$ cat src/rtl/fir_transposed_tdm_mac.sv
// Time-multiplexed transposed-form FIR: one shared signed multiplier sweeps NTAP taps per sample strobe.
// Define FIR_ROUND_EN to round half up before the output shift; saturation to OUT_W is always present.
`timescale 1ns/1ps
module fir_transposed_tdm_mac #(
  parameter int DATA_W = 16,
  parameter int COEF_W = 16,
  parameter int NTAP   = 10,
  parameter int ACC_W  = 36,
  parameter int SHIFT  = 15,
  parameter int OUT_W  = 16
) (
  input  logic                       iClk_12M,
  input  logic                       iRsn,
  input  logic                       iEnSample_600k,
  input  logic signed [DATA_W-1:0]   iFirIn,
  input  logic                       iCoeffWe,
  input  logic [$clog2(NTAP)-1:0]    iCoeffAddr,
  input  logic signed [COEF_W-1:0]   iCoeff,
  input  logic                       iClrOvr,
  output logic signed [OUT_W-1:0]    oFirOut,
  output logic                       oValid,
  output logic                       oBusy,
  output logic                       oOverrun,
  output logic                       oWrDrop
);

  localparam int AW = $clog2(NTAP);
  localparam int PW = DATA_W + COEF_W;
  localparam logic [AW-1:0] LAST_TAP = AW'(NTAP - 1);

  typedef enum logic [1:0] {IDLE, RUN, DONE} stateT;

  stateT                     state;
  logic [AW-1:0]             tapIdx;
  logic signed [DATA_W-1:0]  rX;
  logic signed [ACC_W-1:0]   rY;
  logic signed [COEF_W-1:0]  coef [NTAP];
  // zReg[i] holds partial sum z[i+1]; z[NTAP] is the constant zero in zExt
  logic signed [ACC_W-1:0]   zReg [NTAP-1];
  logic signed [ACC_W-1:0]   zExt [NTAP];

  logic signed [PW-1:0]      prod;
  logic signed [ACC_W-1:0]   tapSum;
  logic signed [ACC_W-1:0]   rounded;
  logic signed [ACC_W-1:0]   shifted;
  logic [ACC_W-OUT_W:0]      topBits;
  logic                      satNeeded;
  logic signed [OUT_W-1:0]   satOut;

  always_comb begin
    for (int i = 0; i < NTAP - 1; i++) zExt[i] = zReg[i];
    zExt[NTAP-1] = '0;
  end

  assign prod   = PW'(coef[tapIdx]) * PW'(rX);
  assign tapSum = ACC_W'(prod) + zExt[tapIdx];

`ifdef FIR_ROUND_EN
  localparam logic signed [ACC_W-1:0] RND_BIAS = (ACC_W'(1) << SHIFT) >> 1;
  assign rounded = rY + RND_BIAS;
`else
  assign rounded = rY;
`endif

  // Saturate whenever the bits above the output sign bit are not a pure sign extension
  assign shifted   = rounded >>> SHIFT;
  assign topBits   = shifted[ACC_W-1:OUT_W-1];
  assign satNeeded = !((&topBits) || !(|topBits));
  assign satOut    = !satNeeded        ? shifted[OUT_W-1:0] :
                     shifted[ACC_W-1]  ? {1'b1, {(OUT_W-1){1'b0}}} :
                                         {1'b0, {(OUT_W-1){1'b1}}};

  assign oBusy = (state != IDLE);

  always_ff @(posedge iClk_12M) begin
    if (!iRsn) begin
      state    <= IDLE;
      tapIdx   <= '0;
      rX       <= '0;
      rY       <= '0;
      oFirOut  <= '0;
      oValid   <= 1'b0;
      oOverrun <= 1'b0;
      oWrDrop  <= 1'b0;
      for (int i = 0; i < NTAP; i++)     coef[i] <= '0;
      for (int i = 0; i < NTAP - 1; i++) zReg[i] <= '0;
    end else begin
      oValid  <= 1'b0;
      oWrDrop <= 1'b0;

      if (iCoeffWe) begin
        if (state == IDLE && 32'(iCoeffAddr) < NTAP) coef[iCoeffAddr] <= iCoeff;
        else oWrDrop <= 1'b1;
      end

      if (iEnSample_600k && state != IDLE) oOverrun <= 1'b1;
      else if (iClrOvr)                    oOverrun <= 1'b0;

      case (state)
        IDLE: begin
          if (iEnSample_600k) begin
            rX     <= iFirIn;
            tapIdx <= '0;
            state  <= RUN;
          end
        end
        RUN: begin
          // Ascending taps: z[k+1] is read here before its own tap overwrites it
          if (tapIdx == '0) rY <= tapSum;
          else              zReg[tapIdx - 1'b1] <= tapSum;
          if (tapIdx == LAST_TAP) state <= DONE;
          else                    tapIdx <= tapIdx + 1'b1;
        end
        DONE: begin
          oFirOut <= satOut;
          oValid  <= 1'b1;
          state   <= IDLE;
        end
        default: state <= IDLE;
      endcase
    end
  end

endmodule
$ cat config.mk
export PLATFORM = sky130hd
export DESIGN_NAME = fir_transposed_tdm_mac
export DESIGN_NICKNAME = d
export VERILOG_FILES = /design/src/rtl/fir_transposed_tdm_mac.sv
export SDC_FILE = /design/constraint.sdc
export NUM_CORES = 2
export LEC_CHECK = 0
export ABC_AREA = 1
export CORE_MARGIN = 3
export CORE_UTILIZATION = 55
export DETAILED_ROUTE_END_ITERATION = 10
export PLACE_DENSITY = 0.71
export SLEW_MARGIN = 20
export SYNTH_ARGS = -nofsm -noshare
export SYNTH_HDL_FRONTEND = slang
export SYNTH_SLANG_ARGS = --single-unit
$ cat constraint.sdc
create_clock -name iClk_12M -period 8.68 [get_ports iClk_12M]
set_input_delay 1.736 -clock iClk_12M [delete_from_list [all_inputs] [get_ports iClk_12M]]
set_output_delay 1.736 -clock iClk_12M [all_outputs]
set_load 0.01 [all_outputs]
# Word-level counts from Yosys, hierarchy flattened
# Memory sizes are Yosys's and may differ from the RTL's. A register that Yosys moved wholly into a read port is not among the register bits.
# Cells that the tools add are included.
[totals] regBits=77 mem_bits_rw=484 input_bits=41 output_inout_bits=20 word_cells=73 memories=2
[op_classes] addsub=3 multipliers=1 order_cmp=2 eq_ne=6 n_mux=32 bitwise_logic=1 reduce_logical=18
[mem_list] memory="zReg" depth=9 width=36 rd=9 rd_clocked_by_memory_dff=0 wr=9 line="39" text="logic signed [ACC_W-1:0] zReg [NTAP-1];"
[mem_list] memory="coef" depth=10 width=16 rd=1 rd_clocked_by_memory_dff=1 wr=10 line="37" text="logic signed [COEF_W-1:0] coef [NTAP];"
[ops] cell="binary-select mux 36 bit (select 4 bit)" n=1
[ops] cell="2-to-1 mux 36 bit" n=3
[ops] cell="2-to-1 mux 16 bit" n=3
[ops] cell="adder 32 x 36 -> 36 bit" n=1
[ops] cell="OR reduction 36 bit" n=1
[ops] cell="multiplier 16 x 16 -> 32 bit" n=1
[ops] cell="2-to-1 mux 4 bit" n=6
[ops] cell="OR reduction 16 bit" n=1
[ops] cell="2-to-1 mux 1 bit" n=15
[ops] cell="case mux 4 bit (2 select lines)" n=1
[ops] cell="AND reduction 2 bit" n=4
[ops] cell="inequality test 2 bit, second input constant" n=3
[ops] cell="AND reduction 6 bit" n=1
[ops] cell="nonzero test 2 bit" n=3
[ops] cell="OR reduction 6 bit" n=1
[ops] cell=">= comparator 5 bit, second input constant" n=1
[ops] cell="NOT 4 -> 5 bit" n=1
[ops] cell="adder 4 x 1 -> 4 bit, second input constant" n=1
[ops] cell="== test 4 bit, second input constant" n=1
[ops] cell="logical NOT 4 bit" n=1
[ops] cell="< comparator 4 bit, second input constant" n=1
[ops] cell="2-to-1 mux 2 bit" n=2
[ops] cell="case mux 2 bit (2 select lines)" n=1
[ops] cell="subtractor 4 x 1 -> 4 bit, second input constant" n=1
[ops] cell="other kinds (7)" n=8

# Logic depth before layout (Yosys ltp)
[depth] ltp_word=8 mapped_depth=37

# Least setup slack after synthesis
# Ideal clock, no wire load.
[synth_path] kind="register -> register" from="register with a tool-made name" to="memory zReg[0][31] (data pin)" setup_time_ns=0.277 arrival_time_ns=6.375 required_ns=8.403 slack_ns=2.029 stages_incl_launch_ff=33 n_path_buf=2 synth_period_minus_slack_ns=6.651 cell_sequence="dfxtp_1 > inv_1 > buf_4 > nand2_1 > nand3_1 > nand3_1 > nand3_1 > nand2_1 > buf_4 > inv_1 > nor2_1 > inv_1 > fa_1 > inv_1 > fa_1 > inv_1 > fa_1 > inv_1 > fa_1 > fa_1 > inv_1 > fa_1 > inv_1 > ha_1 > inv_1 > o21ai_0 > nand2_1 > nand2_1 > o21bai_1 > a21oi_1 > nand2_1 > xnor2_1 > nor2_1"
[synth_lines] item="end: declaration" line="39"

==> results_dict.tcl <==
set metrics [dict create \
    status "completed" \
    rrSetupSlack_ns 0.50 \
    peakVddDrop_v 0.000676 \
    clkLatencyLatePin_ns 0.63 \
    dp_hpwl_mm 70.0 \
    placementRows 97 \
    cts.sinks 646 \
    setup_violations 0 \
    cp-end-kind "register" \
    cts_buffers 71 \
    syn_area_mm2 0.0392 \
    htreeDepth 3 \
    finalCriticalPeriod_ns 8.18 \
    drv_cap 0 \
    initial_core_util_pct 55.7 \
    p_leak_nw 18.4 \
    groute.usage.overall_pct 29.2 \
    cts_tree "yes" \
    hp-class "reg2reg" \
    die_w_um 273 \
    cp_slowest_stage_delay_ns 0.52 \
    crit_type "reg2reg" \
    post-synth-top-area-cell "edfxtp_1" \
    cts_buffer_depth 3 \
    ys_warn_count 0 \
    drtIter0Drc 3290 \
    postCtsSetupRepairBufs 0 \
    cp_slowest_cell "fa_1" \
    slew_headroom_pct 25.9 \
    grt_max_degree 131 \
    arrival_ns 8.54 \
    yosysSeqAreaShare_pct 47.8 \
    wl_per_cell_um 21.0 \
    synthFlopType "edfxtp_1" \
    pre_cts_ws_ns 0.562 \
    tns_ns 0 \
    routed_via_density 5.73 \
    ant_nets 0 \
    power_density_mw_per_mm2 377 \
    yosysTopAreaCellShare_pct 44.4 \
    synth_cells 3943 \
    crit_path_frequent_cell "fa_1" \
    antenna_found_initial 0 \
    first_global_vias 28900 \
    clock_tree.root_cell "clkbuf_16" \
    clk_transition_reported_paths_ns 0.07 \
    syn_area_per_cell_um2 9.95 \
    numPortBuffers 60 \
    startpoint_type "register" \
    yosysMostFrequentCell "nor2_1" \
    coreArea_mm2 0.0704 \
    drt_first_pass_iters 6 \
    crit_fanout 64 \
    drive_gt1_share_pct 6.35 \
    min_period_over_period_pct 94.3 \
    wl_mm 106 \
    final_hold_viol_count 0 \
    netlist_top_cells_area "edfxtp_1, fa_1, nor2_1" \
    synth_cell_types 53 \
    tightest_slew_ns 1.10 \
    grt_pass1_wl_mm 167 \
    finClkSkew_ns 0.0292 \
    crit_required_ns 9.04 \
    post-route-util_pct 61.8 \
    dieArea_mm2 0.0746 \
    gr-total-overflow 0 \
    async_reset_ff_share_pct 0 \
    setup_ws_ns 0.496 \
    postCtsHoldBufs 0 \
    fin_nets 4503 \
    post_cts_resized 0 \
    areaGrowthSynthToFinish_pct 10.9 \
    rsz0062_at_grt "false" \
    via_count 28900 \
    ios 61 \
    routabilityCongestion 1.00 \
    drc 0 \
    slew_viol_final 0 \
    yosys-top-cells-count "nor2_1, edfxtp_1, inv_1" \
    synth_enable_flop_cells 580 \
    die_h_um 273 \
    max_freq_mhz 122 \
    synth-seq-cells 646 \
]
-- where the power goes --
part           leakage [nW]  switching [mW]  internal [mW]  total [mW]
clock network          1.13            1.29           1.70        2.99
logic                  10.7            7.08           2.72        9.80
registers              6.55          0.0781           3.54        3.62
-- sequential cells by signal (all words and copies together) (netlist names), named ones only --
name,cells
zReg,324
coef,256
rY,21
oFirOut,16
rX,16
tapIdx,4
state,2
oOverrun,1
oValid,1
oWrDrop,1
-- layout make-up --
class / count / area, µm²
clock inverters: 42 / 414
inverters: 551 / 2080
well taps: 940 / 1180
fillers: 5738 / 26900
multi-input cells: 2636 / 18000
flip-flops and latches: 646 / 18700
repair buffers: 129 / 1200
clock buffers: 90 / 1910
diodes: 1 / 2.50
-- path summary, 6_finish.rpt --
check,start,to,cells past startpoint
worst max-delay path,register,zReg[2][33]$_SDFFCE_PN0P_,29
worst min-delay path,rY[26]$_SDFFE_PN0P_,oFirOut[11]$_SDFFE_PN0P_,2
worst max register to register,register,zReg[2][33]$_SDFFCE_PN0P_,29
worst min register to register,rY[26]$_SDFFE_PN0P_,oFirOut[11]$_SDFFE_PN0P_,2
-- cell families after synthesis --
| group | after synthesis | share of synthesized area (%) |
|---|---|---|
| xor gates and xnor gates | 25 | 0.635 |
| adders and majority gates | 427 | 19.6 |
| and+or+nand+nor | 1500 | 15.0 |
| other | 1 | 0.00956 |
| buffers and inverters | 756 | 7.48 |
| DFF | 646 | 47.8 |
| AOI/OAI and AO/OA | 588 | 9.46 |
-- cell usage in the layout, fill, tap and decap left out, types with 9 or more instances in the layout --
cell | Yosys | routed
a21oi_1 | 108 | 107
a221oi_1 | 26 | 26
a22oi_1 | 9 | 9
a32o_1 | 34 | 34
and2_1 | 12 | 11
buf_4 | 6 | 62
clkbuf_1 | 126 | 13
clkbuf_16 | 0 | 71
clkdlybuf4s50_1 | 0 | 59
clkinv_1 | 13 | 23
clkinv_2 | 0 | 18
conb_1 | 1 | 96
dfxtp_1 | 66 | 61
edfxtp_1 | 580 | 580
fa_1 | 314 | 314
ha_1 | 113 | 113
inv_1 | 535 | 531
nand2_1 | 498 | 489
nand2_2 | 2 | 10
nand3_1 | 80 | 73
nor2_1 | 876 | 874
o211ai_1 | 18 | 18
o21a_1 | 10 | 10
o21ai_0 | 269 | 269
o221a_2 | 25 | 25
o221ai_1 | 45 | 45
o22ai_1 | 17 | 17
xnor2_1 | 12 | 12
xor2_1 | 9 | 9
-- worst max-delay path, delay by kind of cell (launching register included) --
kind	cells	cell delay, ns
flip-flops	1	0.35
AND/OR/NAND/NOR	10	1.99
buffers and inverters	7	1.33
adder cells (fa/ha/maj)	7	3.26
AO/OA/AOI/OAI	5	0.95
-- layer usage --
layer  vias up  GRT usage, %  part of all wire, %
met4         0          9.14                  3.3
li1      13000             -                    -
met1     14200          41.1                   41
met5         -             0                    0
met3       243          5.78                   10
met2      1419          46.0                   46
-- stage by stage --
step                instance area, µm²  total power [mW]  hold WS [ns]  instances
global placement                 41200              13.0         0.453       4902
detailed placement               41200              13.1         0.456       4902
global route                     43500              17.5         0.481       5034
finish                           43500              16.4         0.452       5035
floorplan                        39600              10.1         0.436       4038
CTS                              43500              16.2         0.456       5034
Power figures use the tool's default switching activity.
